### src/rtl/l1d_core_lsu_pkg.sv
// Shared core/L1D request definitions: cop and size encodings, bus widths,
// and the address-alignment helpers used by the load/store unit.
package core_pkg;

   localparam int CORE_ADDR_WIDTH = 32;
   localparam int CORE_DATA_WIDTH = 32;
   localparam int CORE_COP_WIDTH  = 1;
   localparam int CORE_SIZE_WIDTH = 2;
   localparam int CORE_BE_WIDTH   = CORE_DATA_WIDTH / 8;

   typedef enum logic [CORE_COP_WIDTH-1:0] {
      COP_RD = 1'b0,
      COP_WR = 1'b1
   } cop_e;

   typedef enum logic [CORE_SIZE_WIDTH-1:0] {
      SZ_B = 2'd0,
      SZ_H = 2'd1,
      SZ_W = 2'd2
   } size_e;

   typedef enum logic {
      ST_IDLE = 1'b0,
      ST_REQ  = 1'b1
   } lsu_state_e;

   // Size code 3 is handled as a word everywhere.
   function automatic logic is_misaligned(input logic [1:0] size, input logic [1:0] lo);
      logic res;
      case (size)
         SZ_B:    res = 1'b0;
         SZ_H:    res = lo[0];
         default: res = (lo != 2'b00);
      endcase
      return res;
   endfunction

   function automatic logic [1:0] align_lo(input logic [1:0] size, input logic [1:0] lo);
      logic [1:0] res;
      case (size)
         SZ_B:    res = lo;
         SZ_H:    res = {lo[1], 1'b0};
         default: res = 2'b00;
      endcase
      return res;
   endfunction

endpackage

### src/rtl/l1d_core_lsu_if.sv
// L1D core request port: request fields driven by the LSU, ack and read
// data returned by the cache.
interface l1d_core_lsu_if #(
   parameter int ADDR_W = 32,
   parameter int DATA_W = 32
) ();
   import core_pkg::*;

   logic                       core_req_val;
   logic [ADDR_W-1:0]          core_req_addr;
   logic [CORE_COP_WIDTH-1:0]  core_req_cop;
   logic [DATA_W-1:0]          core_req_wdata;
   logic [CORE_SIZE_WIDTH-1:0] core_req_size;
   logic [DATA_W/8-1:0]        core_req_be;
   logic                       core_req_ack;
   logic [DATA_W-1:0]          core_ack_data;

   modport master (
      output core_req_val, core_req_addr, core_req_cop, core_req_wdata,
             core_req_size, core_req_be,
      input  core_req_ack, core_ack_data
   );

   modport slave (
      input  core_req_val, core_req_addr, core_req_cop, core_req_wdata,
             core_req_size, core_req_be,
      output core_req_ack, core_ack_data
   );
endinterface

### src/rtl/l1d_lsu_align.sv
// Combinational lane logic: byte enables and store-lane replication for the
// op being issued, and shift/extension of returned load data.
module l1d_lsu_align
   import core_pkg::*;
#(
   parameter int DATA_W = 32
) (
   input  logic [1:0]          st_addr_lo,
   input  logic [1:0]          st_size,
   input  logic [DATA_W-1:0]   st_wdata,
   output logic [DATA_W/8-1:0] st_be,
   output logic [DATA_W-1:0]   st_lane_data,
   input  logic [1:0]          ld_addr_lo,
   input  logic [1:0]          ld_size,
   input  logic                ld_unsigned,
   input  logic [DATA_W-1:0]   ld_raw,
   output logic [DATA_W-1:0]   ld_data
);

   logic [DATA_W-1:0] ld_shift;

   // Store side: enables and replicated write data for the outgoing op.
   always_comb begin
      st_be        = 4'b0000;
      st_lane_data = st_wdata;
      case (st_size)
         SZ_B: begin
            st_be        = 4'b0001 << st_addr_lo;
            st_lane_data = {4{st_wdata[7:0]}};
         end
         SZ_H: begin
            st_be        = 4'b0011 << {st_addr_lo[1], 1'b0};
            st_lane_data = {2{st_wdata[15:0]}};
         end
         default: begin
            st_be        = 4'b1111;
            st_lane_data = st_wdata;
         end
      endcase
   end

   // Load side: bring the addressed lane to bit 0, then extend.
   always_comb begin
      ld_shift = ld_raw >> {ld_addr_lo, 3'b000};
      ld_data  = ld_shift;
      case (ld_size)
         SZ_B: begin
            if (ld_unsigned) ld_data = {24'h00_0000, ld_shift[7:0]};
            else             ld_data = {{24{ld_shift[7]}}, ld_shift[7:0]};
         end
         SZ_H: begin
            if (ld_unsigned) ld_data = {16'h0000, ld_shift[15:0]};
            else             ld_data = {{16{ld_shift[15]}}, ld_shift[15:0]};
         end
         default: ld_data = ld_shift;
      endcase
   end

endmodule

### src/rtl/l1d_core_lsu.sv
// Core-side L1D request initiator: one outstanding load/store, registered
// request and writeback. Optional misaligned-access trap: L1D_CORE_LSU_MISALIGN_CHECK_EN.
module l1d_core_lsu
   import core_pkg::*;
#(
   parameter int ADDR_W = CORE_ADDR_WIDTH,
   parameter int DATA_W = CORE_DATA_WIDTH,
   parameter int RD_W   = 5
) (
   input  logic              clk,
   input  logic              rst,
   input  logic              lsu_val,
   input  logic              lsu_we,
   input  logic [ADDR_W-1:0] lsu_addr,
   input  logic [DATA_W-1:0] lsu_wdata,
   input  logic [1:0]        lsu_size,
   input  logic              lsu_unsigned,
   input  logic [RD_W-1:0]   lsu_rd,
   output logic              lsu_stall,
   output logic              lsu_misalign,
   output logic              wb_val,
   output logic [DATA_W-1:0] wb_data,
   output logic [RD_W-1:0]   wb_rd,
   l1d_core_lsu_if.master    core
);

   lsu_state_e          state_r, state_nx;
   logic                accept_s, complete_s, misal_s;
   logic [ADDR_W-1:0]   issue_addr_s;
   logic [DATA_W/8-1:0] be_s;
   logic [DATA_W-1:0]   lane_s, ld_data_s;

   logic                req_val_r, unsigned_r, misalign_r, wb_val_r;
   logic [ADDR_W-1:0]   addr_r;
   cop_e                cop_r;
   logic [DATA_W-1:0]   wdata_r, wb_data_r;
   logic [1:0]          size_r;
   logic [DATA_W/8-1:0] be_r;
   logic [RD_W-1:0]     rd_r, wb_rd_r;

`ifdef L1D_CORE_LSU_MISALIGN_CHECK_EN
   assign misal_s      = is_misaligned(lsu_size, lsu_addr[1:0]);
   assign issue_addr_s = lsu_addr;
`else
   assign misal_s      = 1'b0;
   assign issue_addr_s = {lsu_addr[ADDR_W-1:2], align_lo(lsu_size, lsu_addr[1:0])};
`endif

   l1d_lsu_align #(.DATA_W(DATA_W)) u_align (
      .st_addr_lo   (issue_addr_s[1:0]),
      .st_size      (lsu_size),
      .st_wdata     (lsu_wdata),
      .st_be        (be_s),
      .st_lane_data (lane_s),
      .ld_addr_lo   (addr_r[1:0]),
      .ld_size      (size_r),
      .ld_unsigned  (unsigned_r),
      .ld_raw       (core.core_ack_data),
      .ld_data      (ld_data_s)
   );

   // FSM state register.
   always_ff @(posedge clk) begin
      if (rst) state_r <= ST_IDLE;
      else     state_r <= state_nx;
   end

   // Next state plus accept/complete strobes; an ack in IDLE is ignored.
   always_comb begin
      state_nx   = state_r;
      accept_s   = 1'b0;
      complete_s = 1'b0;
      case (state_r)
         ST_IDLE: begin
            if (lsu_val) begin
               accept_s = 1'b1;
               state_nx = misal_s ? ST_IDLE : ST_REQ;
            end else begin
               state_nx = ST_IDLE;
            end
         end
         ST_REQ: begin
            if (core.core_req_ack) begin
               complete_s = 1'b1;
               if (lsu_val) begin
                  accept_s = 1'b1;
                  state_nx = misal_s ? ST_IDLE : ST_REQ;
               end else begin
                  state_nx = ST_IDLE;
               end
            end else begin
               state_nx = ST_REQ;
            end
         end
         default: state_nx = ST_IDLE;
      endcase
   end

   // Request, misalign and writeback registers.
   always_ff @(posedge clk) begin
      if (rst) begin
         req_val_r  <= 1'b0;
         addr_r     <= '0;
         cop_r      <= COP_RD;
         wdata_r    <= '0;
         size_r     <= 2'b00;
         be_r       <= '0;
         unsigned_r <= 1'b0;
         rd_r       <= '0;
         misalign_r <= 1'b0;
         wb_val_r   <= 1'b0;
         wb_data_r  <= '0;
         wb_rd_r    <= '0;
      end else begin
         misalign_r <= accept_s && misal_s;
         if (accept_s && !misal_s) begin
            req_val_r  <= 1'b1;
            addr_r     <= issue_addr_s;
            cop_r      <= lsu_we ? COP_WR : COP_RD;
            wdata_r    <= lane_s;
            size_r     <= lsu_size;
            be_r       <= be_s;
            unsigned_r <= lsu_unsigned;
            rd_r       <= lsu_rd;
         end else if (complete_s) begin
            req_val_r <= 1'b0;
         end
         wb_val_r <= complete_s && (cop_r == COP_RD);
         if (complete_s && (cop_r == COP_RD)) begin
            wb_data_r <= ld_data_s;
            wb_rd_r   <= rd_r;
         end
      end
   end

   assign lsu_stall           = (state_r == ST_REQ) && !core.core_req_ack;
   assign lsu_misalign        = misalign_r;
   assign wb_val              = wb_val_r;
   assign wb_data             = wb_data_r;
   assign wb_rd               = wb_rd_r;
   assign core.core_req_val   = req_val_r;
   assign core.core_req_addr  = addr_r;
   assign core.core_req_cop   = cop_r;
   assign core.core_req_wdata = wdata_r;
   assign core.core_req_size  = size_r;
   assign core.core_req_be    = be_r;

endmodule

### src/flat_wrapper.sv
// flat-port wrapper written by rule: the top's interface ports become plain ports
module l1d_core_lsu_flat import core_pkg::*;
#(
   parameter int ADDR_W = CORE_ADDR_WIDTH,
   parameter int DATA_W = CORE_DATA_WIDTH,
   parameter int RD_W   = 5
)
  (clk, rst, lsu_val, lsu_we, lsu_addr, lsu_wdata, lsu_size, lsu_unsigned, lsu_rd, lsu_stall, lsu_misalign, wb_val, wb_data, wb_rd, core_core_req_val, core_core_req_addr, core_core_req_cop, core_core_req_wdata, core_core_req_size, core_core_req_be, core_core_req_ack, core_core_ack_data);
  l1d_core_lsu_if #(.ADDR_W(ADDR_W), .DATA_W(DATA_W)) core_i ();
  input  logic clk;
  input  logic rst;
  input  logic lsu_val;
  input  logic lsu_we;
  input  logic [ADDR_W-1:0] lsu_addr;
  input  logic [DATA_W-1:0] lsu_wdata;
  input  logic [1:0] lsu_size;
  input  logic lsu_unsigned;
  input  logic [RD_W-1:0] lsu_rd;
  output logic lsu_stall;
  output logic lsu_misalign;
  output logic wb_val;
  output logic [DATA_W-1:0] wb_data;
  output logic [RD_W-1:0] wb_rd;
  output wire logic [$bits(core_i.core_req_val)-1:0] core_core_req_val;
  output wire logic [$bits(core_i.core_req_addr)-1:0] core_core_req_addr;
  output wire logic [$bits(core_i.core_req_cop)-1:0] core_core_req_cop;
  output wire logic [$bits(core_i.core_req_wdata)-1:0] core_core_req_wdata;
  output wire logic [$bits(core_i.core_req_size)-1:0] core_core_req_size;
  output wire logic [$bits(core_i.core_req_be)-1:0] core_core_req_be;
  input wire logic [$bits(core_i.core_req_ack)-1:0] core_core_req_ack;
  input wire logic [$bits(core_i.core_ack_data)-1:0] core_core_ack_data;
  assign core_core_req_val = core_i.core_req_val;
  assign core_core_req_addr = core_i.core_req_addr;
  assign core_core_req_cop = core_i.core_req_cop;
  assign core_core_req_wdata = core_i.core_req_wdata;
  assign core_core_req_size = core_i.core_req_size;
  assign core_core_req_be = core_i.core_req_be;
  assign core_i.core_req_ack = core_core_req_ack;
  assign core_i.core_ack_data = core_core_ack_data;
  l1d_core_lsu #(.ADDR_W(ADDR_W), .DATA_W(DATA_W), .RD_W(RD_W)) u_core (.clk(clk), .rst(rst), .lsu_val(lsu_val), .lsu_we(lsu_we), .lsu_addr(lsu_addr), .lsu_wdata(lsu_wdata), .lsu_size(lsu_size), .lsu_unsigned(lsu_unsigned), .lsu_rd(lsu_rd), .lsu_stall(lsu_stall), .lsu_misalign(lsu_misalign), .wb_val(wb_val), .wb_data(wb_data), .wb_rd(wb_rd), .core(core_i));
endmodule
### config.mk
export PLATFORM = sky130hd
export DESIGN_NAME = l1d_core_lsu_flat
export DESIGN_NICKNAME = d
export VERILOG_FILES = /design/src/rtl/l1d_core_lsu_pkg.sv /design/src/rtl/l1d_core_lsu_if.sv /design/src/rtl/l1d_lsu_align.sv /design/src/rtl/l1d_core_lsu.sv /design/src/flat_wrapper.sv
export SDC_FILE = /design/constraint.sdc
export NUM_CORES = 1
export LEC_CHECK = 0
export ABC_AREA = 1
export BUFFER_PORTS_ARGS = -buffer_cell sky130_fd_sc_hd__buf_2
export CAP_MARGIN = 25
export CORE_ASPECT_RATIO = 0.7
export CORE_MARGIN = 4
export CORE_UTILIZATION = 48
export CTS_CLUSTER_SIZE = 28
export DETAILED_ROUTE_END_ITERATION = 6
export PLACE_DENSITY_LB_ADDON = 0.12
export SLEW_MARGIN = 20
export SYNTH_ARGS = -nofsm -noshare
export SYNTH_HDL_FRONTEND = slang
export SYNTH_SLANG_ARGS = --single-unit
### constraint.sdc
create_clock -name clk -period 1.5 [get_ports clk]
set_clock_uncertainty 0.05 [all_clocks]
set_input_delay 0.075 -clock clk [delete_from_list [all_inputs] [get_ports clk]]
set_output_delay 0.075 -clock clk [all_outputs]
set_load 0.005 [all_outputs]
# Word level (Yosys, flattened, before mapping)
# Index checks and enable logic that the tools add are counted.
[totals]
out_inout_bits = 112
word_cells = 41
reg_bits = 117
input_bits = 109
[classes]
shifts = 3
mux = 16
n_bitwise = 2
reduce_logical = 6
eq_ne = 2
[op_table]
columns = ["operator", "count"]
rows = [
  ["$pmux 32 s2", 2],
  ["$mux 32", 2],
  ["$shr 32x5->32", 1],
  ["$mux 1", 8],
  ["$pmux 4 s2", 1],
  ["$eq 2x1->1 const B", 2],
  ["$logic_not 2->1", 2],
  ["$pmux 1 s2", 2],
  ["$pmux 2 s2", 1],
  ["$shl 1x2->4 const A", 1],
  ["$shl 2x2->4 const A", 1],
  ["$logic_and 1x1->1", 2],
  ["$not 1->1", 2],
  ["$reduce_bool 2->1", 1],
  ["$logic_not 1->1", 1],
]

# Longest topological paths before layout
# Gate-level depths: netlist of the first run.
[logic_depth]
ltp_word = 4
mapped_depth = 10
ltp_nobuf = 9

# Hierarchy
# A second synthesis of the first run with hierarchy kept.
[hier_totals]
cells_unflattened = 953
area_unflattened_um2 = 6077.1
[modules_own_cells]
columns = ["mod", "cells_each", "seq_area_each_um2", "instances", "area_each_um2"]
rows = [
  ["l1d_core_lsu", 686, 2342.2, 1, 4778.3],
  ["l1d_lsu_align", 267, 0.0, 1, 1298.7],
]

# Worst setup path before layout of the first run
# OpenSTA, ideal clock, no wires.
[synth_path]
path_kind = "register to register"
start = "reg u_core.addr_r[0], in the netlist u_core.core.core_req_addr[0]"
end = "reg u_core.wb_data_r[12], in the netlist u_core.wb_data[12]"
path_slack_ps = 279
arrival_ps = 1062
synth_period_minus_slack_ps = 1221
required_time_ps = 1341
setup_time_ps = 109
path_buffers = 1
path_stages_with_launch = 11
path_cell_list = "dfxtp_1 buf_6 inv_4 nand2_1 nand3_2 nand3_4 nand2_1 inv_2 nand2_1 nand2_1 inv_1"
[synth_between]
elab_chain_cells = 3
elab_cells_between_ends = 4
classes_between = "1 x shift; 3 x mux"
[synth_lines]
columns = ["element", "line_no", "source"]
rows = [
  ["start: declaration", "l1d_core_lsu.sv:34", "logic [ADDR_W-1:0] addr_r;"],
  ["start signal: assignment", "l1d_core_lsu.sv:118", "addr_r <= issue_addr_s;"],
  ["$shr 32x5->32 *", "l1d_lsu_align.sv:44", "ld_shift = ld_raw >> {ld_addr_lo, 3'b000};"],
  ["$mux 32 (on tied branches)", "l1d_lsu_align.sv:52, l1d_lsu_align.sv:48", ""],
  ["$pmux 32 s2 *", "l1d_lsu_align.sv:46", "case (ld_size)"],
  ["end signal: assignment", "l1d_core_lsu.sv:130", "wb_data_r <= ld_data_s;"],
  ["end: declaration", "l1d_core_lsu.sv:36", "logic [DATA_W-1:0] wdata_r, wb_data_r;"],
]
# Mark *: on every way between the ends. The rest lies on a longest branch, timed or not.
# A chain may end at the register's enable or synchronous reset.

# Worst setup path in the final report of the first run
[layout_path]
start = "reg u_core.state_r"
end = "reg u_core.wb_data_r[25], in the netlist u_core.wb_data[25]"
[layout_between]
elab_chain_cells = 2
[layout_lines]
columns = ["element", "line_no", "source"]
rows = [
  ["start: declaration", "l1d_core_lsu.sv:27", "lsu_state_e state_r, state_nx;"],
  ["start signal: assignment", "l1d_core_lsu.sv:65", "else state_r <= state_nx;"],
  ["$mux 1", "l1d_core_lsu.sv:73", "case (state_r)"],
  ["$logic_and 1x1->1", "l1d_core_lsu.sv:129", "if (complete_s && (cop_r == COP_RD)) begin"],
]
# No other way between the ends.

==> metrics.md, run 1 <==
| Metric | Value |
|---|---|
| Diode count | 0 |
| Multiplexer area fraction after synthesis | 0% |
| CP max stage cell | dfxtp_1 |
| Dpl hpwl | 12500 µm |
| Die height | 95.5 µm |
| Netlist cell types | 29 |
| Sw Share | 27.1% |
| Gr ovfl total | 0 |
| Startpoint Class | flop |
| Buffers added on ports | about 220 |
| Synth Register Bits | around 120 |
| Pin count of the biggest net entering global routing | 57 |
| Worst path depth | 8 |
| Synthesized area | 5250 µm² |
| CP required | roughly 1.8 ns |
| Synth top area cells | dfxtp_1 45%, nand2_1 12%, nor2_1 11% |
| Synth cell count leaders | 169 x nand2_1, 148 x nor2_1, 117 x dfxtp_1, 71 x o21ai_0, 55 x nand3_1 |
| CP bufs+invs | 3 |
| Synth Area in Compound Gates | between 10 and 15% |
| Seq/Total Area, Yosys | about 45% |
| Final Slew Violations | 0 |
| DRC | 0 |
| Ys Warns | 0 |
| Core ar. | between 10000 and 15000 µm² |
| First-pass GRT wire length | approximately 29000 µm |
| Worst path max stage delay | between 0.3 and 0.4 ns |
| Largest family of logic cells by synthesized area | simple AND/OR/NAND/NOR gates |
| Power Internal | 6.69 mW |
| Synth Flop Type | dfxtp_1 |
| Fmax | ~700 MHz |
| Syn nets | 862 |
| Post-route ant nets | 0 |
| Power Total | ~9.2 mW |
| Die X-Extent | 133 µm |
| Cell Chain, Critical Path | nand2_2 -> nor2_4 -> clkinvlp_4 -> buf_12 -> nor2_2 -> nand3_1 -> nand2_1 -> inv_1 |
| Max-cap viol count | 0 |
| Vias in the first global route | 5890 |
| Antenna violations before repair | 0 |
| Clk slew on worst S/H paths | ~0.060 ns |
| EDFF count, synth | 0 |
| Share of post-route cells with drive strength above 1 | between 20 and 30% |
| Setup Crit Path Kind | flop to flop |
| Cell accounting for the most synthesized area | dfxtp_1 |
| Final Hold Viols | 0 |
| Cts bufs inserted | 17 |
| Worst Reg-to-Reg Cells | 8 |
| DRT iter0 DRCs | approximately 470 |
| Hold crit path type | primary input to flop |
| Via density | 5.22 |
| Period Utilization, post-route | 95.0% |
| Clk Latency, worst-skew pair | 0.41 ns |
| Arr. time, crit path | about 1.7 ns |
| Pwr/cell area | approximately 1200 nW/µm² |
| Final setup viols | 0 |
| Crit-path max FO | 17 |
| Mean Syn Cell Area | 6.98 µm² |
| Count leader, synth | nand2_1 |
| GP Congestion | approximately 0.92 |
| Max clock buf depth | 2 |
| Final wirelength | 18800 µm |
| Die ar. | around 13000 µm² |
| Crit end category | flop |
| Fin crit period | about 1.4 ns |
| Net Switching | approximately 2.5 mW |
| WHS Path Cells | 7 |
| Crit path max-delay family | simple AND/OR/NAND/NOR gates |
| Outcome | completed |
| Area Growth Syn to Fin | 49.5% |
| Vias post-DR | between 6000 and 7000 |
| Maximum vdd drop | ~0.0010 V |
| Post-synthesis xor/xnor area fraction | 0% |
| Clk sinks | about 120 |
| Cells after Synth | 753 |
| Fin util | around three quarters |
| Starting density of the core | about 50% |
| Clock power frac | 45.6% |
| Top Ports | roughly 220 |
| TritonRoute pass-1 iters | 5 |
| Comb pwr share | roughly 17% |
| Synth Area in Adders | 0% |
| Sequential Power Share | a little under two fifths |
| FFs w/ async S/R, synth | 0% |
| CTS tree | done |
| Nets | around 1100 |
| Synth top area share | between 40 and 50% |
| FP Rows | 31 |
| DR WL/cell | 15.7 µm |
| Synth Area in Simple Gates | a little under a third |
| Root Driver | clkbuf_16 |
| Lkg Pwr | roughly 4.0 nW |
| H-Tree Depth | 4 |
| Total track usage | roughly 29% |
==> power by group through the flow <==
stage	combinational, mW	sequential [mW]	clock (mW)
2_1_floorplan	0.739	3.52	0
3_3_place_gp	1.30	3.51	0
3_5_place_dp	1.33	3.52	0
4_1_cts	1.48	3.45	4.24
5_1_grt	1.69	3.48	4.37
6_report	1.53	3.46	4.19
==> per-layer routing <==
metal / routed length (µm) / global-route usage [%]
met1: 8090 / 37.2
met2: 8370 / 45.7
met3: 1940 / 10.2
met4: 365 / 9.78
met5: 0 / 0
==> state kept, by name, summed over array words and instances (netlist names), 2 cells and up <==
register                    cells
u_core.core.core_req_wdata     32
u_core.core.core_req_addr      32
u_core.wb_data                 32
u_core.core.core_req_size       2
u_core.core.core_req_be         4
u_core.rd_r                     5
u_core.wb_rd                    5
==> final timing paths <==
check	start	end	slack [ns]
worst max register to register	u_core.state_r$_SDFF_PP0_	u_core.wb_data[25]$_SDFFE_PP0P_	0.07
worst min-delay path	core_core_ack_data[11]	u_core.wb_data[11]$_SDFFE_PP0P_	0.05
worst max-delay path	u_core.state_r$_SDFF_PP0_	u_core.wb_data[25]$_SDFFE_PP0P_	0.07
worst min register to register	u_core.core.core_req_wdata[20]$_SDFFE_PP0P_	u_core.core.core_req_wdata[20]$_SDFFE_PP0P_	0.41
==> cell usage in the layout, fill, tap and decap left out, types with 13 or more instances in the layout <==
cell type,netlist,routed
a21oi_1,46,45
buf_2,14,219
buf_4,14,13
clkbuf_16,0,18
dfxtp_1,117,115
dlygate4sd3_1,0,73
inv_1,45,44
nand2_1,169,168
nand3_1,55,55
nor2_1,148,147
o21ai_0,71,71
==> stage by stage <==
stage	TNS, ns	instances	cell area, µm²	hold WS [ns]	worst slack, ns
global route	-0.0134	1195	7850	0.0415	-0.0134
floorplan	0	753	5250	0.146	0.279
detailed placement	0	1087	6430	0.271	0.0795
CTS	0	1192	7780	0.0327	0.0707
finish	0	1195	7850	0.0504	0.0745
global placement	0	1087	6430	0.269	0.135
==> tightest hold or removal path, delay by kind of cell <==
kind	cells	cell delay (ns)
buf+inv	2	0.13
simple gates	5	0.27
==> logic make-up after synthesis <==
logic type	count (synthesis)
AO/OA/AOI/OAI	146
other	1
buffers and inverters	102
AND/OR/NAND/NOR	387
flip-flops	117
==> repair_timing <==
action | CTS | global route
setup buffers | 0 | 2
gates resized for setup | 0 | 7
hold buffers | 73 | 0
hold endpoints to repair | 75 | 0
endpoints found under the setup margin | 0 | 23
==> final cells by class <==
type | count | area (µm²)
multi-input cells | 534 | 2410
repair buffers | 313 | 2090
well taps | 148 | 185
clock buffers | 18 | 439
clock inverters | 14 | 176
fillers | 817 | 2660
inverters | 51 | 200
flip-flops and latches | 117 | 2340
No activity file was read; power rests on OpenSTA's default activity.
==> run 2, diff against run 1 <==
- GPL_TIMING_DRIVEN: default -> 0
==> metrics.md, run 2 (synthesis results as in run 1) <==
| Metric | Value |
|---|---|
| Commonest cells after routing, fill and taps aside | 228 x buf_2, 169 x nand2_1, 148 x nor2_1, 114 x dfxtp_1, 72 x dlygate4sd3_1 |
| Max clock buf depth | 2 |
| Core ar. | around 11000 µm² |
| Fmax | 697 MHz |
| TNS Setup | 0 ns |
| Final Hold Viols | 0 |
| CP required | around 1.8 ns |
| Worst slew pin tran | roughly 0.51 ns |
| Design area | between 7000 and 8000 µm² |
| Post-route ant nets | 0 |
| Clk slew on worst S/H paths | 0.07 ns |
| Buffers added on ports | about 220 |
| Antenna violations before repair | 0 |
| FP Rows | 31 |
| Die X-Extent | 133 µm |
| Multi-input logic area | 2420 µm² |
| DR WL/cell | 16.0 µm |
| Fin crit period | approximately 1.4 ns |
| Commonest non-fill, non-tap cell in the layout | buf_2 |
| Period Utilization, post-route | between 90% and 100% |
| Clk Latency, worst-skew pair | roughly 0.41 ns |
| Max-cap viol count | 0 |
| Crit end category | flop |
| Gr ovfl total | 0 |
| Outcome | completed |
| Crit path launch | core_core_req_ack |
| Total track usage | between 30% and 40% |
| Crit-path max FO | 10 |
| Pwr/cell area | 1170 nW/µm² |
| First-pass GRT wire length | around 30000 µm |
| Maximum vdd drop | 0.000868 V |
| Root Driver | clkbuf_16 |
| Non-Filler Instances | between 1000 and 1500 |
| Via density | roughly 5.1 |
| RSZ-0062 raised after global routing | false |
| Arr. time, crit path | ~1.7 ns |
| Sequential Area | between 2000 and 2500 µm² |
| Nets | between 1000 and 1500 |
| Starting density of the core | roughly 50% |
| GP Congestion | 1.01 |
| Die height | about 96 µm |
| Fillers | 821 |
| Hold Startpoint | lsu_size[0] |
| Die ar. | roughly 13000 µm² |
| DRT iter0 DRCs | about 440 |
| Worst slew margin | around two thirds |
| Clk sinks | about 120 |
| Smallest setup slack after layout | roughly 0.065 ns |
| Vias post-DR | between 6000 and 7000 |
| Pin count of the biggest net entering global routing | 17 |
| Final wirelength | around 20000 µm |
| H-Tree Depth | 4 |
| Hold crit path type | primary input to flop |
| Reg2reg start | u_core.core.core_req_addr[0]$_SDFFE_PP0P_ |
| Diode count | 0 |
| Lkg Pwr | 4.10 nW |
| Dpl hpwl | 13100 µm |
| Placed Instance Area | 6530 µm² |
| Top Ports | between 200 and 250 |
| Startpoint Class | primary input |
| DRC | 0 |
| Setup WS pre-CTS | 0.0210 ns |
| Dpl cells | between 1000 and 1500 |
| Fin util | 75.4% |
| Vias in the first global route | approximately 6000 |
| Area Growth Syn to Fin | 50.9% |
| Setup Crit Path Kind | primary input to flop |
| TritonRoute pass-1 iters | 7 |
| Share of post-route cells with drive strength above 1 | 29.6% |
| CTS tree | done |
| Cts bufs inserted | 17 |
| Final setup viols | 0 |
| Final Slew Violations | 0 |
run 2: cell count changes in the layout (fill, tap and decap cells not counted), sizes merged:
cell         previous run  this run
clkinv                  8         6
dlygate4sd3            73        72
inv                    51        53
clkbuf                 19        34
buf                   239       254
run 2: worst paths after layout:
kind	cells after the start	end	slack [ns]
setup / recovery	10	u_core.core.core_req_addr[17]$_SDFFE_PP0P_	0.06
hold / removal	3	u_core.core.core_req_wdata[31]$_SDFFE_PP0P_	0.02
hold reg to reg	2	u_core.core.core_req_wdata[17]$_SDFFE_PP0P_	0.41
setup reg to reg	8	u_core.wb_data[14]$_SDFFE_PP0P_	0.07
run 2: area by class of cell:
| cell class | instances | area share, % |
|---|---|---|
| sequential | 117 | 29.6 |
| timing repair buffer | 291 | 23.0 |
| inverter | 51 | 2.48 |
| multi-input combinational | 534 | 30.5 |
| clock buffer | 18 | 5.54 |
| tap | 148 | 2.34 |
| clock inverter | 14 | 2.21 |
| buffer | 51 | 4.34 |
run 2: through the flow:
step | hold WS [ns] | total power, mW
global placement | 0.269 | 4.84
floorplan | 0.146 | 4.26
global route | 0.0298 | 9.60
CTS | 0.0107 | 9.16
detailed placement | 0.270 | 4.85
finish | 0.0190 | 9.27
run 2: worst max-delay path: stages:
cell and delay (ns):
dlygate4sd3_1 0.53, buf_2 0.11, inv_1 0.04, nand2_2 0.06, nand2_2 0.11, inv_2 0.10, buf_4 0.18, buf_4 0.20
nor2_1 0.07, nor2_1 0.22
run 2: per-layer routing:
metal / global-route usage [%] / part of all wire (%) / routed length [µm]
met1: 39.1 / 43 / 8470
met2: 48.7 / 44 / 8590
met3: 9.97 / 10 / 2050
met4: 10.6 / 2.7 / 537
met5: 0 / 0 / 0
run 2: timing repair:
action | in CTS | in global routing
endpoints found under the hold margin | 74 | 0
gates resized for setup | 1 | 26
hold buffers | 72 | 0
endpoints found under the setup margin | 1 | 31
setup buffers | 0 | 1
pin swaps | 0 | 2
run 2: power breakdown:
group          total, mW  internal, mW  switching (mW)
Combinational       1.57         0.697           0.878
Clock               4.24          2.67            1.57
Sequential          3.45          3.33           0.121
